<file path="src/rtl/ram_access_arbiter_pkg.sv">
// Shared configuration for the RAM access arbiter slice.
//   CFG_DATA_WIDTH / CFG_ADDR_WIDTH : RAM geometry used across the design
//   NUM_REQ_DEF / ARB_TIMEOUT_DEF   : default requester count and read timeout
//   arb_state_e                     : arbiter FSM state encoding
package ram_access_arbiter_pkg;

  localparam int unsigned CFG_DATA_WIDTH  = 8;
  localparam int unsigned CFG_ADDR_WIDTH  = 4;
  localparam int unsigned NUM_REQ_DEF     = 2;
  localparam int unsigned ARB_TIMEOUT_DEF = 8;

  typedef enum logic [1:0] {
    ARB_IDLE,
    ARB_WRITE,
    ARB_RD_ISSUE,
    ARB_RD_WAIT
  } arb_state_e;

endpackage

</file>
<file path="src/rtl/ram_access_arbiter_if.sv">
// Bundle of requester-side and RAM-side signals around the arbiter.
//   req_*         : requester handshake (valid/we/addr/wdata in, ready out)
//   rsp_*         : completion pulse, read data and timeout flag back to requesters
//   ram_*         : pins toward the single-port RAM and its read return
//   busy          : arbiter has a transaction in flight
// Modports: slave = arbiter, master = requesters plus RAM environment.
interface ram_access_arbiter_if
  import ram_access_arbiter_pkg::*;
#(
  parameter int unsigned NUM_REQ    = NUM_REQ_DEF,
  parameter int unsigned DATA_WIDTH = CFG_DATA_WIDTH,
  parameter int unsigned ADDR_WIDTH = CFG_ADDR_WIDTH
);

  logic [NUM_REQ-1:0]            req_valid;
  logic [NUM_REQ-1:0]            req_we;
  logic [NUM_REQ*ADDR_WIDTH-1:0] req_addr;
  logic [NUM_REQ*DATA_WIDTH-1:0] req_wdata;
  logic [NUM_REQ-1:0]            req_ready;
  logic [NUM_REQ-1:0]            rsp_valid;
  logic [DATA_WIDTH-1:0]         rsp_rdata;
  logic                          rsp_err;
  logic                          ram_en;
  logic [ADDR_WIDTH-1:0]         ram_address;
  logic [DATA_WIDTH-1:0]         ram_data_in;
  logic [DATA_WIDTH-1:0]         ram_data_out;
  logic                          ram_valid_out;
  logic                          busy;

  modport slave (
    input  req_valid, req_we, req_addr, req_wdata, ram_data_out, ram_valid_out,
    output req_ready, rsp_valid, rsp_rdata, rsp_err, ram_en, ram_address, ram_data_in, busy
  );

  modport master (
    output req_valid, req_we, req_addr, req_wdata, ram_data_out, ram_valid_out,
    input  req_ready, rsp_valid, rsp_rdata, rsp_err, ram_en, ram_address, ram_data_in, busy
  );

endinterface

</file>
<file path="src/rtl/ram_access_arbiter_rr_arbiter.sv">
// Combinational round-robin arbiter.
//   req_i : request vector
//   ptr_i : index of the last winner; search starts at ptr_i+1 and wraps
//   gnt_o : one-hot grant (all zero when no request)
module rr_arbiter #(
  parameter int unsigned N = 2
) (
  input  logic [N-1:0]         req_i,
  input  logic [$clog2(N)-1:0] ptr_i,
  output logic [N-1:0]         gnt_o
);

  logic found;

  always_comb begin
    gnt_o = '0;
    found = 1'b0;
    // Offset N wraps back to ptr_i itself, so the last winner is checked last.
    for (int unsigned i = 1; i <= N; i++) begin
      for (int unsigned j = 0; j < N; j++) begin
        if (!found && (j == (32'(ptr_i) + i) % N) && req_i[j]) begin
          gnt_o[j] = 1'b1;
          found    = 1'b1;
        end
      end
    end
  end

endmodule

</file>
<file path="src/rtl/ram_access_arbiter.sv">
// Shares one single-port RAM among NUM_REQ requesters, round-robin, one
// transaction in flight at a time.
//   clk    : rising-edge clock
//   rstn   : asynchronous active-low reset
//   bus_io : requester handshake, responses and RAM pins (slave modport)
// Write: accept -> WRITE (ram_en=1, completion pulse) -> IDLE.
// Read : accept -> READ_ISSUE -> READ_WAIT until valid_out or timeout -> IDLE.
module ram_access_arbiter
  import ram_access_arbiter_pkg::*;
#(
  parameter int unsigned NUM_REQ    = NUM_REQ_DEF,
  parameter int unsigned DATA_WIDTH = CFG_DATA_WIDTH,
  parameter int unsigned ADDR_WIDTH = CFG_ADDR_WIDTH,
  parameter int unsigned TIMEOUT    = ARB_TIMEOUT_DEF
) (
  input  logic                clk,
  input  logic                rstn,
  ram_access_arbiter_if.slave bus_io
);

  localparam int unsigned IdxW = $clog2(NUM_REQ);
  localparam int unsigned CntW = $clog2(TIMEOUT);

  arb_state_e state_q, state_d;

  logic [IdxW-1:0]       ptr_q, ptr_d;
  logic [IdxW-1:0]       owner_q, owner_d;
  logic [CntW-1:0]       cnt_q, cnt_d;
  logic                  ram_en_q, ram_en_d;
  logic [ADDR_WIDTH-1:0] ram_address_q, ram_address_d;
  logic [DATA_WIDTH-1:0] ram_data_in_q, ram_data_in_d;
  logic [NUM_REQ-1:0]    rsp_valid_q, rsp_valid_d;
  logic [DATA_WIDTH-1:0] rsp_rdata_q, rsp_rdata_d;
  logic                  rsp_err_q, rsp_err_d;

  logic [NUM_REQ-1:0]    gnt;
  logic [NUM_REQ-1:0]    req_ready;
  logic                  accept;
  logic [IdxW-1:0]       win_idx;
  logic                  sel_we;
  logic [ADDR_WIDTH-1:0] sel_addr;
  logic [DATA_WIDTH-1:0] sel_wdata;
  logic [NUM_REQ-1:0]    owner_hot;
  logic                  timed_out;

  rr_arbiter #(
    .N (NUM_REQ)
  ) u_rr_arbiter (
    .req_i (bus_io.req_valid),
    .ptr_i (ptr_q),
    .gnt_o (gnt)
  );

  // Grants are only offered in IDLE; a grant implies req_valid, so any ready bit is an accept.
  assign req_ready = (state_q == ARB_IDLE) ? gnt : '0;
  assign accept    = |req_ready;
  assign timed_out = (cnt_q == CntW'(TIMEOUT - 1));

  // Winner's fields, muxed by the one-hot grant.
  always_comb begin
    win_idx   = '0;
    sel_we    = 1'b0;
    sel_addr  = '0;
    sel_wdata = '0;
    for (int unsigned i = 0; i < NUM_REQ; i++) begin
      if (gnt[i]) begin
        win_idx   = IdxW'(i);
        sel_we    = bus_io.req_we[i];
        sel_addr  = bus_io.req_addr[i*ADDR_WIDTH +: ADDR_WIDTH];
        sel_wdata = bus_io.req_wdata[i*DATA_WIDTH +: DATA_WIDTH];
      end
    end
  end

  always_comb begin
    owner_hot = '0;
    for (int unsigned i = 0; i < NUM_REQ; i++) begin
      owner_hot[i] = (owner_q == IdxW'(i));
    end
  end

  // State register.
  always_ff @(posedge clk or negedge rstn) begin
    if (!rstn) begin
      state_q <= ARB_IDLE;
    end else begin
      state_q <= state_d;
    end
  end

  // Next-state logic.
  always_comb begin
    state_d = state_q;
    unique case (state_q)
      ARB_IDLE: begin
        if (accept) begin
          state_d = sel_we ? ARB_WRITE : ARB_RD_ISSUE;
        end
      end
      ARB_WRITE:    state_d = ARB_IDLE;
      ARB_RD_ISSUE: state_d = ARB_RD_WAIT;
      ARB_RD_WAIT: begin
        if (bus_io.ram_valid_out || timed_out) begin
          state_d = ARB_IDLE;
        end
      end
      default:      state_d = ARB_IDLE;
    endcase
  end

  // Output / datapath next-state logic.
  always_comb begin
    ptr_d         = ptr_q;
    owner_d       = owner_q;
    cnt_d         = cnt_q;
    ram_en_d      = ram_en_q;
    ram_address_d = ram_address_q;
    ram_data_in_d = ram_data_in_q;
    rsp_valid_d   = '0;
    rsp_rdata_d   = rsp_rdata_q;
    rsp_err_d     = rsp_err_q;
    unique case (state_q)
      ARB_IDLE: begin
        if (accept) begin
          ptr_d         = win_idx;
          owner_d       = win_idx;
          ram_en_d      = sel_we;
          ram_address_d = sel_addr;
          ram_data_in_d = sel_wdata;
          // Write completion lines up with the single WRITE cycle.
          if (sel_we) begin
            rsp_valid_d = gnt;
            rsp_err_d   = 1'b0;
          end
        end
      end
      ARB_WRITE: begin
        ram_en_d = 1'b0;
      end
      ARB_RD_ISSUE: begin
        // Any valid_out seen here belongs to an earlier read and is ignored.
        cnt_d = '0;
      end
      ARB_RD_WAIT: begin
        if (bus_io.ram_valid_out) begin
          rsp_rdata_d = bus_io.ram_data_out;
          rsp_valid_d = owner_hot;
          rsp_err_d   = 1'b0;
        end else if (timed_out) begin
          rsp_valid_d = owner_hot;
          rsp_err_d   = 1'b1;
        end else begin
          cnt_d = cnt_q + 1'b1;
        end
      end
      default: ;
    endcase
  end

  always_ff @(posedge clk or negedge rstn) begin
    if (!rstn) begin
      ptr_q         <= IdxW'(NUM_REQ - 1);
      owner_q       <= '0;
      cnt_q         <= '0;
      ram_en_q      <= 1'b0;
      ram_address_q <= '0;
      ram_data_in_q <= '0;
      rsp_valid_q   <= '0;
      rsp_rdata_q   <= '0;
      rsp_err_q     <= 1'b0;
    end else begin
      ptr_q         <= ptr_d;
      owner_q       <= owner_d;
      cnt_q         <= cnt_d;
      ram_en_q      <= ram_en_d;
      ram_address_q <= ram_address_d;
      ram_data_in_q <= ram_data_in_d;
      rsp_valid_q   <= rsp_valid_d;
      rsp_rdata_q   <= rsp_rdata_d;
      rsp_err_q     <= rsp_err_d;
    end
  end

  assign bus_io.req_ready   = req_ready;
  assign bus_io.rsp_valid   = rsp_valid_q;
  assign bus_io.rsp_rdata   = rsp_rdata_q;
  assign bus_io.rsp_err     = rsp_err_q;
  assign bus_io.ram_en      = ram_en_q;
  assign bus_io.ram_address = ram_address_q;
  assign bus_io.ram_data_in = ram_data_in_q;
  assign bus_io.busy        = (state_q != ARB_IDLE);

endmodule

</file>
<file path="src/flat_wrapper.sv">
// flat-port wrapper written by rule: the top's interface ports become plain ports
module ram_access_arbiter_flat import ram_access_arbiter_pkg::*;
#(
  parameter int unsigned NUM_REQ    = NUM_REQ_DEF,
  parameter int unsigned DATA_WIDTH = CFG_DATA_WIDTH,
  parameter int unsigned ADDR_WIDTH = CFG_ADDR_WIDTH,
  parameter int unsigned TIMEOUT    = ARB_TIMEOUT_DEF
)
  (clk, rstn, bus_io_req_valid, bus_io_req_we, bus_io_req_addr, bus_io_req_wdata, bus_io_ram_data_out, bus_io_ram_valid_out, bus_io_req_ready, bus_io_rsp_valid, bus_io_rsp_rdata, bus_io_rsp_err, bus_io_ram_en, bus_io_ram_address, bus_io_ram_data_in, bus_io_busy);
  ram_access_arbiter_if #(.NUM_REQ(NUM_REQ), .DATA_WIDTH(DATA_WIDTH), .ADDR_WIDTH(ADDR_WIDTH)) bus_io_i ();
  input  logic clk;
  input  logic rstn;
  input wire logic [$bits(bus_io_i.req_valid)-1:0] bus_io_req_valid;
  input wire logic [$bits(bus_io_i.req_we)-1:0] bus_io_req_we;
  input wire logic [$bits(bus_io_i.req_addr)-1:0] bus_io_req_addr;
  input wire logic [$bits(bus_io_i.req_wdata)-1:0] bus_io_req_wdata;
  input wire logic [$bits(bus_io_i.ram_data_out)-1:0] bus_io_ram_data_out;
  input wire logic [$bits(bus_io_i.ram_valid_out)-1:0] bus_io_ram_valid_out;
  output wire logic [$bits(bus_io_i.req_ready)-1:0] bus_io_req_ready;
  output wire logic [$bits(bus_io_i.rsp_valid)-1:0] bus_io_rsp_valid;
  output wire logic [$bits(bus_io_i.rsp_rdata)-1:0] bus_io_rsp_rdata;
  output wire logic [$bits(bus_io_i.rsp_err)-1:0] bus_io_rsp_err;
  output wire logic [$bits(bus_io_i.ram_en)-1:0] bus_io_ram_en;
  output wire logic [$bits(bus_io_i.ram_address)-1:0] bus_io_ram_address;
  output wire logic [$bits(bus_io_i.ram_data_in)-1:0] bus_io_ram_data_in;
  output wire logic [$bits(bus_io_i.busy)-1:0] bus_io_busy;
  assign bus_io_i.req_valid = bus_io_req_valid;
  assign bus_io_i.req_we = bus_io_req_we;
  assign bus_io_i.req_addr = bus_io_req_addr;
  assign bus_io_i.req_wdata = bus_io_req_wdata;
  assign bus_io_i.ram_data_out = bus_io_ram_data_out;
  assign bus_io_i.ram_valid_out = bus_io_ram_valid_out;
  assign bus_io_req_ready = bus_io_i.req_ready;
  assign bus_io_rsp_valid = bus_io_i.rsp_valid;
  assign bus_io_rsp_rdata = bus_io_i.rsp_rdata;
  assign bus_io_rsp_err = bus_io_i.rsp_err;
  assign bus_io_ram_en = bus_io_i.ram_en;
  assign bus_io_ram_address = bus_io_i.ram_address;
  assign bus_io_ram_data_in = bus_io_i.ram_data_in;
  assign bus_io_busy = bus_io_i.busy;
  ram_access_arbiter #(.NUM_REQ(NUM_REQ), .DATA_WIDTH(DATA_WIDTH), .ADDR_WIDTH(ADDR_WIDTH), .TIMEOUT(TIMEOUT)) u_core (.clk(clk), .rstn(rstn), .bus_io(bus_io_i));
endmodule
</file>
<file path="config.mk">
export PLATFORM = sky130hd
export DESIGN_NAME = ram_access_arbiter_flat
export DESIGN_NICKNAME = d
export VERILOG_FILES = /design/src/rtl/ram_access_arbiter_pkg.sv /design/src/rtl/ram_access_arbiter_if.sv /design/src/rtl/ram_access_arbiter_rr_arbiter.sv /design/src/rtl/ram_access_arbiter.sv /design/src/flat_wrapper.sv
export SDC_FILE = /design/constraint.sdc
export NUM_CORES = 1
export LEC_CHECK = 0
export ABC_AREA = 0
export BUFFER_PORTS_ARGS = -buffer_cell sky130_fd_sc_hd__buf_4
export CORE_UTILIZATION = 45
export CTS_CLUSTER_DIAMETER = 60
export DETAILED_ROUTE_END_ITERATION = 6
export HOLD_SLACK_MARGIN = 0.05
export PLACE_DENSITY = 0.76
export SLEW_MARGIN = 20
export SYNTH_ARGS = -nofsm -noshare
export SYNTH_HDL_FRONTEND = slang
export SYNTH_HIERARCHICAL = 1
export SYNTH_SLANG_ARGS = --single-unit
</file>
<file path="constraint.sdc">
create_clock -name clk -period 4 [get_ports clk]
set_input_delay 0.2 -clock clk [delete_from_list [all_inputs] [get_ports clk]]
set_output_delay 0.2 -clock clk [all_outputs]
set_load 0.05 [all_outputs]
</file>
==> flow_summary.json, run 1 <==
{
  "place.port_buffers": 65,
  "slew_headroom_pct": 52.2,
  "grt_setup_unrepaired": "false",
  "power_report.internal_total_mw": 0.972,
  "fin_cells": 262,
  "number_of_pins_exceeding_their_max_slew_limit_in_the_final_report": 0,
  "syn_nets": 197,
  "globalRouteOverflowTotal": 0,
  "setup_viol": 0,
  "fin_skew_ns": 0.00550,
  "routed_via_density": 5.41,
  "synth-seq-area-share_pct": 49.7,
  "setup-tns-final_ns": 0,
  "track_usage_pct": 21.6,
  "cts_num_sinks": 31,
  "min_path_type": "input port to flip-flop",
  "syn-mean-instance-area_um2": 10.3,
  "category_of_the_most_critical_setup_path": "flip-flop to primary output",
  "worstSetupEndpointType": "primary output",
  "final_cell_mix": "65 x buf_4, 35 x nand2_1, 30 x dfrtp_1",
  "fp.dieArea_um2": 3710,
  "cts_hold_buffers": 1,
  "worst_margin_slew_ns": 0.713,
  "setup.worst_path.start_class": "flip-flop",
  "post_cts_buffers": 0,
  "rows": 21,
  "ys_seq_elements": 31,
  "synth_cell_type_count": 30,
  "die_height_um": 60.9,
  "io_pins": 66,
  "fmax_ghz": 0.421,
  "number_of_gates_given_a_new_drive_strength_after_cts": 0,
  "sw_share_pct": 50.5,
  "grt_first_pass_wirelength_um": 5690,
  "cpLargestDelayFamily": "buffers and inverters",
  "syn_area_um2": 1560,
  "antenna_left": 0,
  "final-hold-violation-count": 0,
  "max_cap_violations": 0,
  "critPathArrivalTime_ns": 2.18,
  "antenna_cells_inserted": 0,
  "yosys_warnings": 6,
  "synth_enable_flop_cells": 0,
  "detailroute.via_count": 1417,
  "core_um2": 3340,
  "critical_path.max_stage_delay_ns": 0.58,
  "grt_pass1_vias": 1293,
  "critPathMaxFanout": 17,
  "layout.nets": 262,
  "worst_setup_hold_path_clk_slew_ns": 0.09,
  "placed_wire_length_estimate_after_detailed_placement_um": 2790,
  "fill_cells": 265,
  "post-place-cells": 254,
  "comb_power_share_pct": 61.3,
  "syn_to_final_growth_pct": 36.9,
  "antenna_found_initial": 0,
  "seq_power_share_pct": 29.4,
  "sequence_of_cells_on_the_critical_path": "a21boi_2 -> nand2_1 -> inv_1 -> buf_4",
  "share_clk_of_total_power_pct": 9.3,
  "die-width_um": 60.9,
  "total_power_mw": 1.97,
  "ys_dominant_reg_cell": "dfrtp_1",
  "maximum_buffer_depth_of_the_clock_tree": 2,
  "final_layout_size_suffix_gt1_share_pct": 39.8,
  "post_synth_inst_count": 151,
  "worst_path_max_delay_cell": "a21boi_2",
  "layout_commonest_cell": "buf_4",
  "power.density_cell_area_nw_per_um2": 918,
  "tritoncts_clock_tree": "done",
  "crit_buf_inv": 2,
  "run_status": "finished clean",
  "min_period_ns": 2.38,
  "cts.htree.levels": 2,
  "route.final.wire_length_um": 3810,
  "remaining_drc_errors": 0,
  "first_pass_iters": 5,
  "netSwitchingPower_mw": 0.993,
  "utilization_pct": 64.1,
  "critPathRequiredTime_ns": 3.80,
  "grt_start_max_net_pins": 32,
  "cts_inserted_buffers": 5,
  "layout_worst_path_cycle_share_pct": 59.4,
  "gp_congestion": 0.814,
  "ys_async_sr_fraction_pct": 100,
  "static-leakage-power_nw": 1.09,
  "insertion_delay_ns": 0.33,
  "drt-initial-drc-count": 125,
  "clk_root_buffer_cell": "clkbuf_4",
  "initial_core_util_pct": 46.8,
  "wire_per_inst_um": 14.5,
  "ir_worst_vdd_mv": 0.383
}
## Yosys cell counts (2+ instances only)
| master | instances | area share (%) |
|---|---|---|
| nand2_1 | 35 | 8.4 |
| dfrtp_1 | 30 | 48 |
| a21oi_1 | 13 | 4.2 |
| a221o_1 | 12 | 7.7 |
| mux2_2 | 10 | 7.2 |
| ha_1 | 7 | 5.6 |
| inv_1 | 6 | 1.4 |
| nor2_1 | 5 | 1.2 |
| buf_2 | 4 | 1.3 |
| a21o_1 | 3 | 1.4 |
| a22o_1 | 3 | 1.7 |
| a211oi_1 | 2 | 0.96 |
| a21boi_1 | 2 | 0.96 |
| clkbuf_1 | 2 | 0.48 |
| o21ai_0 | 2 | 0.64 |
## power groups by stage
stage	combinational (mW)	clock (mW)	sequential, mW
6_report	1.21	0.183	0.577
5_1_grt	1.29	0.204	0.595
4_1_cts	1.21	0.192	0.576
3_5_place_dp	1.20	0	0.583
3_3_place_gp	1.18	0	0.571
2_1_floorplan	0.469	0	0.970
## per-stage QoR
stage | instance area, um2 | setup slack [ns] | hold slack [ns]
final | 2140 | 1.62 | 0.101
after global routing | 2140 | 1.46 | 0.0771
after CTS | 2140 | 1.28 | 0.0868
after detailed placement | 2070 | 1.65 | 0.152
after global placement | 2070 | 1.69 | 0.147
after floorplan | 1560 | 2.12 | -0.0956
## layer usage
| metal | up-vias | track usage [%] | part of all wire, % |
|---|---|---|---|
| li1 | 673 | - | - |
| met1 | 680 | 24.7 | 40 |
| met2 | 59 | 37.2 | 51 |
| met3 | 5 | 6.61 | 7.6 |
| met4 | 0 | 9.42 | 1.4 |
| met5 | - | 0 | 0 |
## path summary, 6_finish.rpt
kind,from,end,slack (ns),cells after the start
worst max-delay path,u_core/ptr_q,bus_io_req_ready[1],1.62,4
min in group asynchronous,rstn,u_core/bus_io.ram_data_in[0],0.33,2
worst min-delay path,bus_io_ram_data_out[4],u_core/bus_io.rsp_rdata[4],0.10,2
worst max register to register,u_core/state_q[0],u_core/state_q[0],1.98,6
worst min register to register,u_core/ptr_q,u_core/ptr_q,0.48,2
max in group asynchronous,rstn,u_core/ptr_q,3.34,2
## state kept, by name, summed over array words and instances, names as in the netlist
| register | flops |
|---|---|
| u_core/cnt_q | 3 |
| u_core/bus_io.rsp_rdata | 8 |
| u_core/state_q | 2 |
| u_core/bus_io.rsp_err | 1 |
| u_core/bus_io.ram_en | 1 |
| u_core/ptr_q | 1 |
| u_core/bus_io.ram_data_in | 8 |
| u_core/bus_io.ram_address | 4 |
| u_core/bus_io.rsp_valid | 2 |
| u_core/owner_q | 1 |
## cell families (layout without fill, tap and decap cells)
kind of cell | Yosys count | after routing | synth area share [%]
fa+ha+maj | 7 | 7 | 5.60
xor+xnor | 1 | 1 | 0.561
buf+inv | 15 | 80 | 4.16
mux | 11 | 11 | 7.85
compound gates | 44 | 44 | 21.6
flops | 31 | 31 | 49.7
simple gates | 42 | 42 | 10.5
## area by class of cell
class	count	area (um2)	area share, %
well taps	46	57.6	2.69
clock inverters	1	5.00	0.234
clock buffers	6	51.3	2.40
inverters	7	26.3	1.23
repair buffers	66	498	23.3
multi-input cells	105	724	33.9
flip-flops and latches	31	777	36.3
(Power assumes the default switching activity.)
==> inputs of run 2 (changes only) <==
--- a/config.mk
+++ b/config.mk
@@ -5,13 +5,13 @@
 export SDC_FILE = /design/constraint.sdc
 export NUM_CORES = 1
 export LEC_CHECK = 0
-export ABC_AREA = 0
+export ABC_AREA = 1
 export BUFFER_PORTS_ARGS = -buffer_cell sky130_fd_sc_hd__buf_4
 export CORE_UTILIZATION = 45
 export CTS_CLUSTER_DIAMETER = 60
 export DETAILED_ROUTE_END_ITERATION = 6
 export HOLD_SLACK_MARGIN = 0.05
-export PLACE_DENSITY = 0.76
+export PLACE_DENSITY = 0.77
 export SLEW_MARGIN = 20
 export SYNTH_ARGS = -nofsm -noshare
 export SYNTH_HDL_FRONTEND = slang
==> constraint.sdc (replaced) <==
create_clock -name clk -period 2.2 [get_ports clk]
set_input_delay 0.11 -clock clk [delete_from_list [all_inputs] [get_ports clk]]
set_output_delay 0.11 -clock clk [all_outputs]
set_load 0.05 [all_outputs]
==> run 2 against run 1 <==
Against the previous run:
- via count increased by 2.5%
- setup slack got worse by 1.5 ns
- cell area increased by 11%
- critical path type is now flip-flop to flip-flop
- sequential share of layout area decreased by 3.7 points
- non-clock buffer count increased by 33
- highest routed layer unchanged
==> flow_summary.json, run 2 <==
{
  "syn_nets": 203,
  "tritoncts_clock_tree": "done",
  "r2r-start": "u_core/state_q[0]",
  "antenna_found_initial": 0,
  "setup.worst_path.start_class": "flip-flop",
  "total_power_mw": 3.37,
  "globalRouteOverflowTotal": 0,
  "ys_seq_elements": 31,
  "final_layout_size_suffix_gt1_share_pct": 34.2,
  "setup-tns-final_ns": 0,
  "route.final.wire_length_um": 3730,
  "fin_skew_ns": 0.0117,
  "syn_to_final_growth_pct": 60.4,
  "grt_pass1_vias": 1376,
  "cts_inserted_buffers": 5,
  "final.hold.worst_slack_ns": 0.0849,
  "grt_first_pass_wirelength_um": 5910,
  "category_of_the_most_critical_setup_path": "flip-flop to flip-flop",
  "syn-mean-instance-area_um2": 9.45,
  "critPathMaxFanout": 12,
  "worstReg2RegEnd": "u_core/bus_io.ram_address[2]",
  "clk_root_buffer_cell": "clkbuf_4",
  "die_height_um": 59.4,
  "final-hold-violation-count": 0,
  "netSwitchingPower_mw": 1.68,
  "final_cell_mix": "65 x buf_4, 53 x nand2_1, 34 x dlygate4sd3_1",
  "cts_num_sinks": 31,
  "power_report.internal_total_mw": 1.69,
  "gp_congestion": 0.813,
  "run_status": "finished clean",
  "share_clk_of_total_power_pct": 9.1,
  "cts.htree.levels": 2,
  "static-leakage-power_nw": 1.24,
  "crit_end": "u_core/bus_io.ram_address[2]",
  "grt_start_max_net_pins": 32,
  "worstRegToRegCells": 7,
  "synth_common_cells": "53 x nand2_1, 30 x dfrtp_1, 13 x inv_1, 13 x nand3_1, 8 x mux2_2",
  "post_synth_inst_count": 157,
  "comb_power_share_pct": 61.9,
  "detailroute.via_count": 1452,
  "slew_headroom_pct": 74.7,
  "worst-r2r-setup-slack_ns": 0.17,
  "fin_cells": 304,
  "worstSetupEndpointType": "flip-flop",
  "pre_cts_slack_ns": 0.620,
  "max_cap_violations": 0,
  "post-synth-top-count-cell": "nand2_1",
  "layout.nets": 305,
  "rows": 20,
  "routed_via_density": 4.78,
  "ys_dominant_reg_cell": "dfrtp_1",
  "synth_enable_flop_cells": 0,
  "setup_viol": 0,
  "ys_async_sr_fraction_pct": 100,
  "fp.dieArea_um2": 3530,
  "placed_inst_area_um2": 1990,
  "initial_core_util_pct": 47.8,
  "core_um2": 3100,
  "critPathRequiredTime_ns": 2.46,
  "final_cell_area_um2": 2380,
  "synth_top_area_share_pct": 50.6,
  "yosys_warnings": 6,
  "grt_setup_unrepaired": "false",
  "ir_worst_vdd_mv": 0.747,
  "synthTopCellsByArea": "dfrtp_1 51%, nand2_1 13%, mux2_2 6.1%",
  "drt-initial-drc-count": 34,
  "min_path_type": "input port to flip-flop",
  "sw_share_pct": 49.8,
  "number_of_pins_exceeding_their_max_slew_limit_in_the_final_report": 0,
  "layout_worst_path_cycle_share_pct": 92.2,
  "critPathLaunch": "u_core/state_q[0]",
  "worst_margin_slew_ns": 0.380,
  "worst_setup_hold_path_clk_slew_ns": 0.08,
  "layout_commonest_cell": "buf_4",
  "min_period_ns": 2.03,
  "synth-seq-area-share_pct": 52.4,
  "synth_top_area_cell": "dfrtp_1",
  "insertion_delay_ns": 0.32,
  "seq_power_share_pct": 29.0,
  "timing.final.ws_setup_ns": 0.171,
  "synth_cell_type_count": 20,
  "place.port_buffers": 65,
  "fmax_ghz": 0.493,
  "remaining_drc_errors": 0,
  "placed_wire_length_estimate_after_detailed_placement_um": 2320,
  "antenna_left": 0,
  "die-width_um": 59.4,
  "critPathArrivalTime_ns": 2.29,
  "utilization_pct": 76.7,
  "power.density_cell_area_nw_per_um2": 1410,
  "post-place-cells": 262,
  "maximum_buffer_depth_of_the_clock_tree": 2,
  "wire_per_inst_um": 12.3,
  "post_cts_buffers": 0,
  "syn_area_um2": 1480,
  "antenna_cells_inserted": 0,
  "track_usage_pct": 23.1,
  "io_pins": 66,
  "first_pass_iters": 4
}
==> run 2: cell count changes in the layout (fill, tap and decap cells not counted), sizes merged, moves of 2 or more <==
cell | previous run | this run
a221o | 12 | 0
nand3 | 0 | 14
a21oi | 13 | 4
a22oi | 0 | 7
a22o | 3 | 0
o21ai | 2 | 6
dlygate4sd3 | 1 | 34
a211oi | 2 | 0
inv | 7 | 15
a21o | 3 | 0
mux2 | 10 | 8
clkbuf | 6 | 8
nand2 | 35 | 55
==> run 2: layout make-up <==
cell class / instances / area [um2]
repair buffers: 99 / 828
flip-flops and latches: 31 / 777
fillers: 232 / 723
multi-input cells: 107 / 614
inverters: 15 / 56.3
well taps: 44 / 55.1
clock buffers: 8 / 48.8
==> run 2: logic make-up (layout without fill, tap and decap cells) <==
group | count (synthesis) | count (layout) | synth area share [%]
AND/OR/NAND/NOR | 74 | 74 | 20.9
flip-flops | 31 | 31 | 52.4
buffers and inverters | 19 | 122 | 6.58
AO/OA/AOI/OAI | 18 | 18 | 8.18
multiplexers | 8 | 8 | 6.07
adder cells (fa/ha/maj) | 7 | 7 | 5.90
==> run 2: power groups by stage <==
stage               Combinational (mW)  Sequential (mW)  Clock [mW]
floorplan                        0.709             1.65           0
global placement                  1.89            0.973           0
CTS                               2.07            0.974       0.318
global route                      2.23             1.00       0.353
finish                            2.08            0.976       0.307
detailed placement                1.91            0.980           0
==> run 2: how the worst min path moves through the flow <==
stage / end / slack, ns / startpoint / cells after the start
floorplan: u_core/bus_io.ram_address[0] / -0.19 / rstn / 0
global placement: u_core/bus_io.rsp_err / 0.06 / rstn / 1
detailed placement: u_core/state_q[0] / 0.07 / rstn / 1
CTS: u_core/bus_io.rsp_err / 0.08 / bus_io_ram_valid_out / 4
global route: u_core/cnt_q[2] / 0.09 / bus_io_ram_valid_out / 4
finish: u_core/bus_io.rsp_err / 0.08 / bus_io_ram_valid_out / 4
==> run 2: layer usage <==
layer / up-vias / track usage (%) / share of wire (%)
met3: 2 / 8.30 / 7.8
met1: 665 / 26.7 / 40
met2: 69 / 40.3 / 52
met4: 0 / 6.12 / 0.43
met5: - / 0 / 0
li1: 716 / - / -
==> run 2: timing repair <==
item,in CTS,in global routing
hold buffers,34,0
endpoints found under the hold margin,52,0
endpoints found under the setup margin,0,12
resized for setup,0,1
==> run 2: worst max-delay path, cell delays in order (launching register included) <==
cell and delay, ns:
dfrtp_1 0.41, inv_1 0.13, ha_1 0.25, nand2_1 0.15
nor2_4 0.27, a22oi_1 0.12, dlygate4sd3_1 0.58, nand2_1 0.06
==> inputs of run 3 (changes only) <==
--- a/config.mk
+++ b/config.mk
@@ -11,9 +11,8 @@
 export CTS_CLUSTER_DIAMETER = 60
 export DETAILED_ROUTE_END_ITERATION = 6
 export HOLD_SLACK_MARGIN = 0.05
-export PLACE_DENSITY = 0.77
+export PLACE_DENSITY = 0.76
 export SLEW_MARGIN = 20
 export SYNTH_ARGS = -nofsm -noshare
 export SYNTH_HDL_FRONTEND = slang
-export SYNTH_HIERARCHICAL = 1
 export SYNTH_SLANG_ARGS = --single-unit
==> run 3 against run 2 <==
Against the previous run:
- clock skew grew 0.0058 ns
- sequential share of layout area rose by 1.6 points
- critical endpoint is now bus_io_req_ready[0]
- count of clock-buffer cells in the layout down 2
- cell area decreased by 4.7%
- global-route usage shrank 2.3 points
- synthesized cell count up 22%
- non-clock buffer count decreased by 24
- first-iteration DRC count rose by 71%
==> flow_summary.json, run 3 <==
{
  "number_of_pins_exceeding_their_max_slew_limit_in_the_final_report": 0,
  "critPathMaxFanout": 18,
  "setup_viol": 0,
  "final_layout_size_suffix_gt1_share_pct": 32.3,
  "layout_commonest_cell": "nand2_1",
  "drt-met1-wl_um": 1630,
  "cts_num_sinks": 31,
  "layout_worst_path_cycle_share_pct": 87.2,
  "wire_per_inst_um": 12.0,
  "syn_area_um2": 1580,
  "place.port_buffers": 65,
  "post_synth_inst_count": 192,
  "final_cell_mix": "93 x nand2_1, 65 x buf_4, 30 x dfrtp_1",
  "insertion_delay_ns": 0.34,
  "synth_top_area_cell": "dfrtp_1",
  "wl_met3_um": 229,
  "clk_root_buffer_cell": "clkbuf_4",
  "post_cts_buffers": 0,
  "die-width_um": 61.2,
  "fmax_ghz": 0.521,
  "synthTopCellsByArea": "dfrtp_1 48%, nand2_1 22%, nand3_1 6.7%",
  "grt_pass1_vias": 1280,
  "drt-initial-drc-count": 58,
  "maximum_buffer_depth_of_the_clock_tree": 2,
  "globalRouteOverflowTotal": 0,
  "grt_start_max_net_pins": 32,
  "die_height_um": 61.2,
  "syn-mean-instance-area_um2": 8.22,
  "min_period_ns": 1.92,
  "synth_top_area_share_pct": 47.6,
  "rows": 21,
  "pre_cts_slack_ns": 0.419,
  "static-leakage-power_nw": 1.29,
  "ys_dominant_reg_cell": "dfrtp_1",
  "critPathRequiredTime_ns": 2.09,
  "whs_endpoint": "u_core.bus_io.ram_address[3]",
  "met2_length_um": 1870,
  "io_pins": 66,
  "timing.final.ws_setup_ns": 0.282,
  "antenna_left": 0,
  "syn_to_final_growth_pct": 43.7,
  "remaining_drc_errors": 0,
  "fin_skew_ns": 0.0175,
  "synth-seq-area-share_pct": 49.2,
  "r2r-start": "u_core.ptr_q",
  "synth_common_cells": "93 x nand2_1, 30 x dfrtp_1, 21 x nand3_1",
  "layout.nets": 313,
  "hold-path-cell-count": 5,
  "worst_setup_hold_path_clk_slew_ns": 0.10,
  "placed_wire_length_estimate_after_detailed_placement_um": 2560,
  "min_path_type": "input port to flip-flop",
  "grt_first_pass_wirelength_um": 5550,
  "core_um2": 3340,
  "topRoutingLayerUsed": "met4",
  "final-hold-violation-count": 0,
  "grt_setup_unrepaired": "false",
  "fp.dieArea_um2": 3750,
  "max_cap_violations": 0,
  "post-synth-top-count-cell": "nand2_1",
  "track_usage_pct": 20.9,
  "route.final.wire_length_um": 3790,
  "ys_seq_elements": 31,
  "category_of_the_most_critical_setup_path": "flip-flop to primary output",
  "antenna_found_initial": 0,
  "worstHoldStart": "bus_io_req_addr[3]",
  "worstReg2RegEnd": "u_core.bus_io.ram_data_in[3]",
  "gp_congestion": 0.818,
  "initial_core_util_pct": 47.3,
  "tritoncts_clock_tree": "done",
  "setup-tns-final_ns": 0,
  "run_status": "finished clean",
  "detailroute.via_count": 1505,
  "yosys_warnings": 0,
  "slew_headroom_pct": 74.1,
  "worst-r2r-setup-slack_ns": 0.41,
  "worst_margin_slew_ns": 0.387,
  "power.density_cell_area_nw_per_um2": 1480,
  "ir_worst_vdd_mv": 0.467,
  "synth_cell_type_count": 21,
  "first_pass_iters": 4,
  "cts_inserted_buffers": 5,
  "ys_async_sr_fraction_pct": 100,
  "routed_via_density": 4.78,
  "worstSetupEndpointType": "primary output",
  "syn_nets": 237,
  "setup.worst_path.start_class": "flip-flop",
  "critPathArrivalTime_ns": 1.81,
  "cts.htree.levels": 2,
  "worstRegToRegCells": 7,
  "antenna_cells_inserted": 0,
  "synth_enable_flop_cells": 0
}
run 3: cell types whose count changed after synthesis, moves of 2 or more:
cell / before / now
nand2_1: 53 / 93
nand3_1: 13 / 21
a22oi_1: 7 / 1
o21ai_1: 3 / 0
a21oi_2: 2 / 0
nor2_1: 3 / 1
nor2_2: 2 / 0
run 3: repair_timing:
| item | 4_1_cts | 5_1_grt |
|---|---|---|
| endpoints found under the hold margin | 40 | 0 |
| resized for setup | 0 | 0 |
| hold buffers | 10 | 0 |
run 3: logic make-up after synthesis:
group,Yosys count,synth area share (%)
compound gates,8,3.41
fa+ha+maj,6,4.76
flops,31,49.2
buf+inv,19,5.79
mux,8,5.71
simple gates,120,31.1
run 3: per-layer routing:
layer / GRT usage (%) / vias to the layer above
li1: - / 765
met1: 24.4 / 678
met2: 36.2 / 55
met3: 6.09 / 7
met4: 7.79 / 0
met5: 0 / -
run 3: final cells by class:
cell class              count  area, um2
clock buffers               6       51.3
clock inverters             2       35.0
fillers                   266       1070
inverters                  13       48.8
multi-input cells         142        709
flip-flops and latches     31        777
well taps                  46       57.6
repair buffers             75        588
run 3: power by group:
group	total (mW)	switching, mW	internal [mW]	leakage, nW
clock network	0.469	0.200	0.268	0.0482
registers	0.964	0.141	0.824	0.391
logic	1.92	1.33	0.591	0.847
total	3.35	1.67	1.68	1.29
run 3: critical path: stages (launching register included):
cell and delay, ns:
dfstp_2 0.55, nand2_2 0.22, o21ai_4 0.25, nand2_2 0.12, inv_1 0.13, buf_4 0.21
run 3: how the worst max path moves through the flow:
stage,startpoint,end,slack (ns),cells after the start
after floorplan,u_core.state_q[0],u_core.bus_io.rsp_valid[1],0.70,6
after global placement,u_core.ptr_q,u_core.bus_io.ram_en,0.49,7
after detailed placement,u_core.ptr_q,u_core.bus_io.ram_address[3],0.42,7
after CTS,u_core.ptr_q,bus_io_req_ready[0],0.26,5
after global routing,u_core.ptr_q,bus_io_req_ready[0],0.17,5
final,u_core.ptr_q,bus_io_req_ready[0],0.28,5
run 3: metrics by stage:
stage	hold WS, ns	area [um2]	cells	utilization [%]	total power, mW
after global placement	0.0605	2080	297	62.4	2.85
after detailed placement	0.0664	2080	297	62.4	2.87
after global routing	0.0851	2270	315	67.9	3.57
after floorplan	-0.186	1580	192	-	2.35
after CTS	0.0565	2270	315	67.9	3.37
final	0.0647	2270	315	67.9	3.35
